[src/rtl/uart_pkg.sv]
// Shared types and constants for the UART transmitter: FSM state encoding,
// frame geometry and the parity helper.
package uart_pkg;

   localparam int DATA_BITS                 = 8;
   localparam int CLOCK_SCALE_WIDTH_DEFAULT = 16;
   localparam int BIT_CNT_W                 = $clog2(DATA_BITS);

   typedef enum logic [2:0] {
      IDLE   = 3'd0,
      START  = 3'd1,
      DATA   = 3'd2,
      PARITY = 3'd3,
      STOP   = 3'd4
   } uart_state_e;

   // Even parity is the XOR of the data bits; odd parity inverts it.
   function automatic logic parity_bit(input logic [DATA_BITS-1:0] data, input logic odd);
      return (^data) ^ odd;
   endfunction

endpackage

[src/rtl/uart_bit_timer.sv]
// Bit-period counter: loaded with the period N, counts N-1 down to 0 and
// flags the final cycle of each bit, reloading itself while running.
module uart_bit_timer
   import uart_pkg::*;
#(
   parameter int CLOCK_SCALE_WIDTH = CLOCK_SCALE_WIDTH_DEFAULT
) (
   input  logic                         clk,
   input  logic                         rst,
   input  logic                         load,
   input  logic                         run,
   input  logic [CLOCK_SCALE_WIDTH-1:0] period,
   output logic                         bitDone
);

   localparam logic [CLOCK_SCALE_WIDTH-1:0] ONE  = {{(CLOCK_SCALE_WIDTH-1){1'b0}}, 1'b1};
   localparam logic [CLOCK_SCALE_WIDTH-1:0] ZERO = {CLOCK_SCALE_WIDTH{1'b0}};

   logic [CLOCK_SCALE_WIDTH-1:0] count_q;
   logic [CLOCK_SCALE_WIDTH-1:0] count_d;
   logic [CLOCK_SCALE_WIDTH-1:0] reload_s;

   // Next count: period is always >= 1 here, so period-1 never wraps.
   always_comb begin
      reload_s = period - ONE;
      count_d  = count_q;
      if (load) begin
         count_d = reload_s;
      end else if (!run) begin
         count_d = ZERO;
      end else if (count_q == ZERO) begin
         count_d = reload_s;
      end else begin
         count_d = count_q - ONE;
      end
   end

   // Counter register.
   always_ff @(posedge clk) begin
      if (rst) begin
         count_q <= ZERO;
      end else begin
         count_q <= count_d;
      end
   end

   assign bitDone = run && (count_q == ZERO);

endmodule

[src/rtl/uart_tx.sv]
// UART transmitter: pops bytes from an upstream buffer and serialises them as
// start / 8 data (LSB first) / optional parity / one or two stop bits.
module uart_tx
   import uart_pkg::*;
#(
   parameter int CLOCK_SCALE_WIDTH = CLOCK_SCALE_WIDTH_DEFAULT
) (
   input  logic                         clk,
   input  logic                         rst,
   input  logic                         enable,
   input  logic [CLOCK_SCALE_WIDTH-1:0] cyclesPerBit,
   input  logic                         parityEnable,
   input  logic                         parityOdd,
   input  logic                         twoStopBits,
   input  logic [DATA_BITS-1:0]         fifoData,
   input  logic                         fifoIsData,
   output logic                         fifoOe,
   output logic                         tx,
   output logic                         busy,
   output logic                         frameDone
);

   localparam logic [CLOCK_SCALE_WIDTH-1:0] ONE      = {{(CLOCK_SCALE_WIDTH-1){1'b0}}, 1'b1};
   localparam logic [CLOCK_SCALE_WIDTH-1:0] ZERO     = {CLOCK_SCALE_WIDTH{1'b0}};
   localparam logic [BIT_CNT_W-1:0]         LAST_BIT = BIT_CNT_W'(DATA_BITS - 1);
   localparam logic [BIT_CNT_W-1:0]         CNT_ONE  = {{(BIT_CNT_W-1){1'b0}}, 1'b1};

   uart_state_e                  state_q,       state_d;
   logic [DATA_BITS-1:0]         shift_q,       shift_d;
   logic [BIT_CNT_W-1:0]         bit_cnt_q,     bit_cnt_d;
   logic [CLOCK_SCALE_WIDTH-1:0] period_q,      period_d;
   logic                         parity_en_q,   parity_en_d;
   logic                         parity_bit_q,  parity_bit_d;
   logic                         two_stop_q,    two_stop_d;
   logic                         stop_second_q, stop_second_d;
   logic                         tx_q,          tx_d;
   logic                         fifo_oe_q,     fifo_oe_d;
   logic                         busy_q,        busy_d;
   logic                         frame_done_q,  frame_done_d;

   logic                         start_s;
   logic                         bit_done_s;
   logic                         timer_run_s;
   logic [CLOCK_SCALE_WIDTH-1:0] cfg_period_s;
   logic [CLOCK_SCALE_WIDTH-1:0] timer_period_s;

   // A programmed period of zero behaves as one cycle per bit.
   always_comb begin
      if (cyclesPerBit == ZERO) begin
         cfg_period_s = ONE;
      end else begin
         cfg_period_s = cyclesPerBit;
      end
      start_s     = (state_q == IDLE) && enable && fifoIsData;
      timer_run_s = (state_q != IDLE);
      if (state_q == IDLE) begin
         timer_period_s = cfg_period_s;
      end else begin
         timer_period_s = period_q;
      end
   end

   uart_bit_timer #(
      .CLOCK_SCALE_WIDTH (CLOCK_SCALE_WIDTH)
   ) u_bit_timer (
      .clk     (clk),
      .rst     (rst),
      .load    (start_s),
      .run     (timer_run_s),
      .period  (timer_period_s),
      .bitDone (bit_done_s)
   );

   // Frame sequencer: next state and next registered outputs.
   always_comb begin
      state_d       = state_q;
      shift_d       = shift_q;
      bit_cnt_d     = bit_cnt_q;
      period_d      = period_q;
      parity_en_d   = parity_en_q;
      parity_bit_d  = parity_bit_q;
      two_stop_d    = two_stop_q;
      stop_second_d = stop_second_q;
      tx_d          = tx_q;
      fifo_oe_d     = 1'b0;
      frame_done_d  = 1'b0;

      case (state_q)
         IDLE: begin
            tx_d = 1'b1;
            if (start_s) begin
               state_d       = START;
               shift_d       = fifoData;
               bit_cnt_d     = {BIT_CNT_W{1'b0}};
               period_d      = cfg_period_s;
               parity_en_d   = parityEnable;
               parity_bit_d  = parity_bit(fifoData, parityOdd);
               two_stop_d    = twoStopBits;
               stop_second_d = 1'b0;
               tx_d          = 1'b0;
               fifo_oe_d     = 1'b1;
            end else begin
               state_d = IDLE;
            end
         end
         START: begin
            if (bit_done_s) begin
               state_d = DATA;
               tx_d    = shift_q[0];
            end else begin
               state_d = START;
            end
         end
         DATA: begin
            if (!bit_done_s) begin
               state_d = DATA;
            end else if (bit_cnt_q != LAST_BIT) begin
               bit_cnt_d = bit_cnt_q + CNT_ONE;
               shift_d   = {1'b0, shift_q[DATA_BITS-1:1]};
               tx_d      = shift_q[1];
            end else if (parity_en_q) begin
               state_d = PARITY;
               tx_d    = parity_bit_q;
            end else begin
               state_d       = STOP;
               stop_second_d = 1'b0;
               tx_d          = 1'b1;
            end
         end
         PARITY: begin
            if (bit_done_s) begin
               state_d       = STOP;
               stop_second_d = 1'b0;
               tx_d          = 1'b1;
            end else begin
               state_d = PARITY;
            end
         end
         STOP: begin
            tx_d = 1'b1;
            if (!bit_done_s) begin
               state_d = STOP;
            end else if (two_stop_q && !stop_second_q) begin
               stop_second_d = 1'b1;
            end else begin
               state_d      = IDLE;
               frame_done_d = 1'b1;
            end
         end
         default: begin
            state_d = IDLE;
            tx_d    = 1'b1;
         end
      endcase

      busy_d = (state_d != IDLE);
   end

   // State and output registers; reset aborts any frame in flight.
   always_ff @(posedge clk) begin
      if (rst) begin
         state_q       <= IDLE;
         shift_q       <= {DATA_BITS{1'b0}};
         bit_cnt_q     <= {BIT_CNT_W{1'b0}};
         period_q      <= ZERO;
         parity_en_q   <= 1'b0;
         parity_bit_q  <= 1'b0;
         two_stop_q    <= 1'b0;
         stop_second_q <= 1'b0;
         tx_q          <= 1'b1;
         fifo_oe_q     <= 1'b0;
         busy_q        <= 1'b0;
         frame_done_q  <= 1'b0;
      end else begin
         state_q       <= state_d;
         shift_q       <= shift_d;
         bit_cnt_q     <= bit_cnt_d;
         period_q      <= period_d;
         parity_en_q   <= parity_en_d;
         parity_bit_q  <= parity_bit_d;
         two_stop_q    <= two_stop_d;
         stop_second_q <= stop_second_d;
         tx_q          <= tx_d;
         fifo_oe_q     <= fifo_oe_d;
         busy_q        <= busy_d;
         frame_done_q  <= frame_done_d;
      end
   end

   assign tx        = tx_q;
   assign fifoOe    = fifo_oe_q;
   assign busy      = busy_q;
   assign frameDone = frame_done_q;

endmodule

[config.mk]
export PLATFORM = sky130hd
export DESIGN_NAME = uart_tx
export DESIGN_NICKNAME = d
export VERILOG_FILES = /design/src/rtl/uart_pkg.sv /design/src/rtl/uart_bit_timer.sv /design/src/rtl/uart_tx.sv
export SDC_FILE = /design/constraint.sdc
export NUM_CORES = 1
export LEC_CHECK = 0
export ABC_CLOCK_PERIOD_IN_PS = 3200
export BUFFER_PORTS_ARGS = -buffer_cell sky130_fd_sc_hd__buf_4
export CORE_MARGIN = 1
export CORE_UTILIZATION = 30
export CTS_CLUSTER_SIZE = 30
export DETAILED_ROUTE_END_ITERATION = 8
export GPL_ROUTABILITY_DRIVEN = 0
export PLACE_DENSITY = 0.55
export SETUP_SLACK_MARGIN = 0.02
export SLEW_MARGIN = 10
export SYNTH_ARGS = -nofsm -noshare
export SYNTH_HDL_FRONTEND = slang
export SYNTH_SLANG_ARGS = --single-unit
[constraint.sdc]
create_clock -name clk -period 3.2 [get_ports clk]
set_input_delay 0.32 -clock clk [delete_from_list [all_inputs] [get_ports clk]]
set_output_delay 0.32 -clock clk [all_outputs]
set_load 0.05 [all_outputs]
# After elaboration in Yosys (flattened, before gate mapping)
# Index checks and enable logic that the tools add are counted.
# totals
ff_bits,54
in_bits,31
# op_classes
addsub,3
eq_ne,14
n_mux,39
bitwise,4
n_reduce_logical,19
# ops
op,n
16-bit two-way mux,5
16-bit zero test,2
"16-bit by 1-bit subtractor with 16-bit output, second input constant",2
3-bit two-way mux,9
8-bit two-way mux,3
"2-bit inequality test, second input constant",9
1-bit two-way mux,16
8-bit case mux with 2 select lines,1
3-bit case mux with 5 select lines,1
1-bit case mux with 4 select lines,2
8-bit AND reduction,1
8-bit parity,1
"3-bit by 2-bit == test with 1-bit output, second input constant",2
3-bit case mux with 2 select lines,1
3-bit nonzero test,2
1-bit logical AND,4
4-bit AND reduction,1
4-bit nonzero test,1
"3-bit by 1-bit adder with 3-bit output, second input constant",1
"3-bit by 1-bit == test with 1-bit output, second input constant",1
"3-bit == test, second input constant",1
3-bit zero test,1
"3-bit inequality test, second input constant",1
1-bit NOT,3
8 further kinds,8

# Logic depth before layout (Yosys ltp)
# Gate-level depths: netlist of run 1.
# depth
ltp_word,7
depth_mapped,13

# Modules after synthesis
# From an unflattened synthesis of run 1, not the netlist that was laid out.
# unflattened
cells_unflattened,398
area_unflattened_um2,3138.0
# by_module_without_submodules
module,n_inst,cells_per_inst,area_each_um2
uart_tx,1,265,1951.9
uart_bit_timer,1,133,1186.1

# Least setup slack after synthesis of run 1
# No wires, ideal clock.
# synth_timing
path_type,register to register
start,register state_q[2]
end,register u_bit_timer.count_q[14]
t_arrival_ps,2338
t_required_ps,3080
slack_ps,742
path_stages_with_launch,11
path_buffers,3
path_cell_list,dfxtp_1 buf_6 nor3_2 buf_2 buf_2 mux2i_1 ha_1 o21ai_1 or3_1 a21oi_1 a21oi_1
# synth_between
elab_chain_len,6
elab_cells_between_ends,9
classes_between,add/sub: 1; mux: 4; reduce/logical: 4
# synth_lines
element,line,source
start: declaration,uart_tx.sv:28,"uart_state_e state_q, state_d;"
start signal: assignment,uart_tx.sv:175,state_q <= state_d;
3-bit zero test,"uart_tx.sv:54, uart_tx.sv:56",
16-bit two-way mux,uart_tx.sv:56,if (state_q == IDLE) begin
16-bit by 1-bit subtractor with 16-bit output,uart_bit_timer.sv:25,reload_s = period - ONE;
16-bit two-way mux,uart_bit_timer.sv:31,end else if (count_q == ZERO) begin
16-bit two-way mux,uart_bit_timer.sv:29,end else if (!run) begin
16-bit two-way mux *,uart_bit_timer.sv:27,if (load) begin
end signal: assignment,uart_bit_timer.sv:43,count_q <= count_d;
end: declaration,uart_bit_timer.sv:19,logic [CLOCK_SCALE_WIDTH-1:0] count_q;
# Mark *: on every way between the ends. The rest lies on a longest branch, timed or not.
# A chain may end at the register's enable or synchronous reset.

# Final worst setup path of run 1
# layout_timing
start,input port cyclesPerBit[3]
end,register u_bit_timer.count_q[6]
# layout_between
elab_chain_len,7
# layout_lines
element,line,source
start: declaration,uart_tx.sv:11,"input logic [CLOCK_SCALE_WIDTH-1:0] cyclesPerBit,"
16-bit zero test,uart_tx.sv:49,if (cyclesPerBit == ZERO) begin
16-bit two-way mux *,uart_tx.sv:49,
16-bit two-way mux *,uart_tx.sv:56,
16-bit by 1-bit subtractor with 16-bit output *,uart_bit_timer.sv:25,
16-bit two-way mux,uart_bit_timer.sv:31,
16-bit two-way mux,uart_bit_timer.sv:29,
16-bit two-way mux *,uart_bit_timer.sv:27,
# Marks and branches as above.

==> flow_summary.yaml, run 1 <==
logic_synthesis:
  ys_warn_count: 0
  muxShareOfSynthArea: 0.0314
  postSynthNetCount: 434
  synth_top_family_by_area: "simple AND/OR/NAND/NOR gates"
  yosysTopAreaCell: "dfxtp_1"
  synthFlopType: "dfxtp_1"
  synth_top_area_share: 0.339
  yosysSeqAreaShare: 0.339
  ys_types: 53
  syn_inst: 398
  yosys.area_share.simple: 0.290
  synth_compound_area_frac: 0.185
  synthesis.area_um2: 3190
  synth_adder_area_share: 0.0196
  synth-seq-cells: 54
  synthXorXnorAreaFrac: 0.0961
  synth.area.top_cells: "dfxtp_1, nand2_1, xnor2_1"
  async_reset_ff_frac: 0
  avgSynthCellArea_um2: 8.02
  synth-edff-count: 0
floorplan:
  ioPinCount: 35
  core-area_um2: 10300
  num_rows: 37
  initial_core_util: 0.309
  die_y_um: 105
  die_w_um: 105
  die_area_um2: 11100
worst_setup_path:
  crit_buf_inv: 1
  path_class: "input port to flip-flop"
  reg2regPathDepth: 9
  path_cells: "buf_4 -> or4_1 -> nor4b_2 -> a21oi_1 -> nor2_1 -> a21oi_1 -> ha_1 -> nand2b_1 -> nor4_1 -> xnor2_1 -> nor2_1 -> a21oi_1 -> o22ai_1"
  cp.required_ns: 3.38
  cp_data_arrival_time_ns: 2.64
  critPathCaptureType: "flip-flop"
  path_depth: 13
  worstSetupStartpointType: "input port"
  crit_slowest_cell: "or4_1"
  cp_common_cell: "a21oi_1"
  critPathTopFamily: "simple AND/OR/NAND/NOR gates"
  max_stage_delay_ns: 0.64
  cp_max_fo: 6
grt:
  grt_util_all_layers: 0.153
  grt_pass1_wl_um: 13600
  antenna_found_initial: 0
  grt_pass1_vias: 2757
  overflow: 0
  grt_max_degree: 41
routing:
  ant_nets: 0
  route.detailed.drc: 0
  vias_per_cell: 5.07
  dr.pass1.iters: 4
  via_count: 2855
  wl_per_cell_um: 14.5
  drt_wl_total_um: 8170
  drtIter0Drc: 124
sta:
  skew_ns: 0.0127
  fin_crit_sh: 0.769
  fin_ws_ns: 0.740
  rsz0062_at_grt: "false"
  finalHoldViolations: 0
  maxSlewHeadroom: 0.525
  report.final.slew_viol_count: 0
  fin_worst_hold_slack_ns: 0.252
  period_needed_ns: 2.46
  tns_ns: 0
  tightest_slew_ns: 0.712
  setup_viol: 0
  fmax_mhz: 406
worst_hold_path:
  hold_path_depth: 3
  hold_path.class: "input port to flip-flop"
clock_network:
  cts_root_buf: "clkbuf_8"
  cts_tree: "yes"
  numCtsBuffers: 5
  postCtsSetupBuffers: 0
  clk_latency_ns: 0.31
  hold_buffers: 0
  clock_path_buffers: 2
  cts_resized: 0
  htree_num_levels: 2
  clk_pin_slew_worst_paths_ns: 0.10
  cts.sink_count: 54
final_layout:
  synthToLayoutAreaGrowth_pct: 14.4
  final_common_cell: "nand2_1"
  stdcell_area_um2: 3650
  final_util: 0.354
  final_cell_mix: "nand2_1, dfxtp_1, nor2_1, buf_4, a21oi_1"
  antenna_cells: 0
  drive_above_1_share: 0.152
  instances_no_fill: 563
  layout.nets: 462
power_and_ir_drop:
  clockPowerShare: 0.106
  p_sw_frac: 0.483
  finalPower_mw: 3.66
  internal-power_mw: 1.89
  cellPowerDensity_nw_per_um2: 1000
  seqPwrFrac: 0.282
  vdd.ir_drop.worst_mv: 0.450
  combPwrFrac: 0.613
  p_sw_mw: 1.77
  p_leak_nw: 1.39
placement:
  pre_cts_ws_ns: 0.396
  place_area_um2: 3560
  io_buffers: 34
  place_inst: 555
  hpwlAfterDp_um: 5910
run:
  drv_cap: 0
run_status:
  status: "finished clean"
-- per-layer routing --
layer  track usage  part of all wire  vias up
li1              -                 -     1475
met1         0.207              0.50     1323
met2         0.245              0.45       46
met3        0.0218             0.030       11
met4        0.0543             0.018        0
met5             0                 0        -
-- final timing paths --
kind	startpoint	to	slack [ns]
max	cyclesPerBit[3]	u_bit_timer.count_q[6]$_SDFF_PP0_	0.74
min	parityEnable	parity_en_q$_SDFFE_PP0P_	0.25
max reg2reg	state_q[2]$_SDFF_PP0_	u_bit_timer.count_q[6]$_SDFF_PP0_	0.75
min reg2reg	parity_bit_q$_SDFFE_PP0P_	parity_bit_q$_SDFFE_PP0P_	0.46
-- cell families after synthesis --
logic type,Yosys count
DFF,54
AOI/OAI and AO/OA,87
xor gates and xnor gates,35
and+or+nand+nor,181
muxes,10
buffers and inverters,26
adders and majority gates,5
-- worst min-delay path, stage by stage --
cell and delay (ns):
buf_4 0.11, nand2_1 0.04, a21oi_1 0.05
-- flip-flops by register name, indices dropped and copies added (netlist names), 3 cells and up --
signal               flops
u_bit_timer.count_q     16
state_q                  3
bit_cnt_q                3
shift_q                  8
period_q                16
-- layout make-up --
| type | instances | area [um2] |
|---|---|---|
| clock inverter | 2 | 13.8 |
| multi-input combinational | 318 | 1980 |
| tap | 136 | 170 |
| fill | 1086 | 6670 |
| timing repair buffer | 41 | 308 |
| sequential | 54 | 1080 |
| clock buffer | 6 | 72.6 |
| inverter | 6 | 22.5 |
-- power groups by stage --
stage / clock [mW] / sequential (mW) / combinational (mW)
final: 0.386 / 1.03 / 2.24
after global routing: 0.420 / 1.05 / 2.48
after global placement: 0 / 1.04 / 2.23
after CTS: 0.401 / 1.03 / 2.24
after detailed placement: 0 / 1.04 / 2.21
after floorplan: 0 / 1.03 / 1.73
-- cells in the mapped netlist, types with 3 or more instances --
cell type and instances:
and2_1 3, nand3b_1 6, nand2b_1 3, nor3_2 3, clkbuf_1 11, o21ai_0 9
nor3_1 16, ha_1 5, o22ai_1 5, nand2_1 70, nor4_4 3, nor4_1 4
mux2i_1 10, xnor2_1 19, xor2_1 16, dfxtp_1 54, nor2_1 44, o211ai_1 5
buf_2 5, nand4_1 3, a21oi_1 33, o32a_1 3, inv_1 6, or4_1 5
or3_1 6, o21ai_1 5, a311oi_1 7, buf_6 3, nand3_1 6
(Power assumes the default switching activity.)
==> run 2, diff against run 1 <==
--- a/config.mk
+++ b/config.mk
@@ -5,14 +5,14 @@
 export SDC_FILE = /design/constraint.sdc
 export NUM_CORES = 1
 export LEC_CHECK = 0
-export ABC_CLOCK_PERIOD_IN_PS = 3200
+export ABC_CLOCK_PERIOD_IN_PS = 2240
 export BUFFER_PORTS_ARGS = -buffer_cell sky130_fd_sc_hd__buf_4
 export CORE_MARGIN = 1
 export CORE_UTILIZATION = 30
 export CTS_CLUSTER_SIZE = 30
 export DETAILED_ROUTE_END_ITERATION = 8
 export GPL_ROUTABILITY_DRIVEN = 0
-export PLACE_DENSITY = 0.55
+export PLACE_DENSITY = 0.57
 export SETUP_SLACK_MARGIN = 0.02
 export SLEW_MARGIN = 10
 export SYNTH_ARGS = -nofsm -noshare
==> constraint.sdc (replaced) <==
create_clock -name clk -period 2.24 [get_ports clk]
set_input_delay 0.224 -clock clk [delete_from_list [all_inputs] [get_ports clk]]
set_output_delay 0.224 -clock clk [all_outputs]
set_load 0.05 [all_outputs]
==> flow_summary.yaml, run 2 (synthesis gave the netlist of run 1 again) <==
run_status:
  status: "finished clean"
worst_setup_path:
  path_cells: "buf_4 -> or4_4 -> nor4b_4 -> a21oi_2 -> nor2_1 -> a21oi_2 -> ha_2 -> buf_4 -> o211ai_1 -> xnor2_1 -> nor2_1 -> o32ai_1"
  cp_data_arrival_time_ns: 2.38
  worstSetupStartpointType: "input port"
  reg2regPathDepth: 9
  rr_startpoint: "state_q[0]$_SDFF_PP0_"
  cp.required_ns: 2.47
  critPathTopFamily: "simple AND/OR/NAND/NOR gates"
  crit_buf_inv: 2
  critPathCaptureType: "flip-flop"
  cp_max_fo: 5
  crit_slowest_cell: "or4_4"
  path_class: "input port to flip-flop"
  rrSetupSlack_ns: 0.15
  max_stage_delay_ns: 0.56
  r2r_end: "u_bit_timer.count_q[6]$_SDFF_PP0_"
clock_network:
  clk_pin_slew_worst_paths_ns: 0.11
  clk_latency_ns: 0.32
  htree_num_levels: 2
  clock_path_buffers: 2
  numCtsBuffers: 5
  cts.sink_count: 54
  cts_root_buf: "clkbuf_8"
  cts_tree: "yes"
sta:
  fin_crit_sh: 0.961
  report.final.slew_viol_count: 0
  rsz0062_at_grt: "true"
  setup_viol: 0
  finalHoldViolations: 0
  fmax_mhz: 465
  tightest_slew_ns: 0.435
  period_needed_ns: 2.15
  tns_ns: 0
  maxSlewHeadroom: 0.707
  skew_ns: 0.0104
power_and_ir_drop:
  p_leak_nw: 1.64
  finalPower_mw: 5.87
  vdd.ir_drop.worst_mv: 0.553
  cellPowerDensity_nw_per_um2: 1430
worst_hold_path:
  min_from: "rst"
  hold_path.class: "input port to flip-flop"
  hold_path_depth: 2
  hold_end: "u_bit_timer.count_q[2]$_SDFF_PP0_"
placement:
  place_inst: 596
  place_area_um2: 3930
  hpwlAfterDp_um: 6610
  io_buffers: 34
routing:
  wl_per_cell_um: 14.5
  route.detailed.drc: 0
  via_count: 3104
  drt_wl_total_um: 8800
  drtIter0Drc: 141
  dr.pass1.iters: 4
  ant_nets: 0
  vias_per_cell: 5.13
final_layout:
  layout.nets: 504
  final_util: 0.398
  drive_above_1_share: 0.256
  stdcell_area_um2: 4110
  antenna_cells: 0
  final_cell_mix: "buf_4, nand2_1, dfxtp_1, nor2_1, a21oi_1"
  instances_no_fill: 605
  final_common_cell: "buf_4"
  top_regs: "period_q (16), u_bit_timer.count_q (16), shift_q (8)"
  synthToLayoutAreaGrowth_pct: 28.8
floorplan:
  num_rows: 37
  die_area_um2: 11100
  die_w_um: 105
  die_y_um: 105
  ioPinCount: 35
  core-area_um2: 10300
  initial_core_util: 0.309
grt:
  grt_pass1_wl_um: 14700
  grt_util_all_layers: 0.165
  grt_max_degree: 34
  overflow: 0
  antenna_found_initial: 0
  grt_pass1_vias: 3037
run:
  drv_cap: 0
[run 2: cell count changes in the layout (fill, tap and decap cells not counted), sizes merged]
cell | previous run | this run
buf | 41 | 83
bufinv | 0 | 1
clkinv | 2 | 0
inv | 6 | 7
[run 2: power by group]
part,leakage (nW),total (mW),switching [mW],internal [mW]
registers,0.442,1.46,0.249,1.22
logic,1.14,3.69,2.08,1.60
clock network,0.0618,0.721,0.353,0.369
total,1.64,5.87,2.68,3.19
[run 2: layout make-up]
| type | instances | area [um2] |
|---|---|---|
| flip-flops and latches | 54 | 1080 |
| inverters | 6 | 22.5 |
| multi-input cells | 318 | 2060 |
| clock inverters | 2 | 38.8 |
| fillers | 1025 | 6210 |
| clock buffers | 6 | 82.6 |
| repair buffers | 83 | 648 |
| well taps | 136 | 170 |
[run 2: per-stage QoR]
step,hold WS (ns),setup slack [ns]
after CTS,0.123,0.0332
after floorplan,0.353,0.0218
final,0.128,0.0882
after detailed placement,0.443,-0.190
after global placement,0.436,-0.163
after global routing,0.130,-0.0128
[run 2: worst reg2reg max path, cell delays in order (launching register included)]
cell	delay (ns)
dfxtp_1	0.36
or3_4	0.46
a21oi_2	0.14
ha_2	0.23
nand2b_1	0.10
nor4_2	0.28
xnor2_1	0.14
nor2_1	0.05
a21oi_1	0.13
o22ai_1	0.09
[run 2: timing repair]
item	4_1_cts	5_1_grt
setup endpoints to repair	0	14
hold buffers	0	0
setup buffers	0	1
resized for setup	0	8
[run 2: how the worst max path moves through the flow]
stage                     cells past startpoint  slack (ns)                  start                            endpoint
after floorplan                              12        0.02        cyclesPerBit[3]   u_bit_timer.count_q[6]$_SDFF_PP0_
after global placement                       13       -0.16        cyclesPerBit[8]   u_bit_timer.count_q[6]$_SDFF_PP0_
after detailed placement                     13       -0.19        cyclesPerBit[3]   u_bit_timer.count_q[6]$_SDFF_PP0_
after CTS                                     9        0.03  state_q[0]$_SDFF_PP0_   u_bit_timer.count_q[6]$_SDFF_PP0_
after global routing                         10       -0.01  state_q[2]$_SDFF_PP0_   u_bit_timer.count_q[6]$_SDFF_PP0_
final                                        12        0.09        cyclesPerBit[3]  u_bit_timer.count_q[12]$_SDFF_PP0_
[run 2: per-layer routing]
metal,global-route usage,vias up,routed length [um]
met3,0.0318,8,370
met5,0,-,0
met1,0.214,1485,4130
met2,0.272,63,4190
met4,0.0553,0,104
li1,-,1548,-
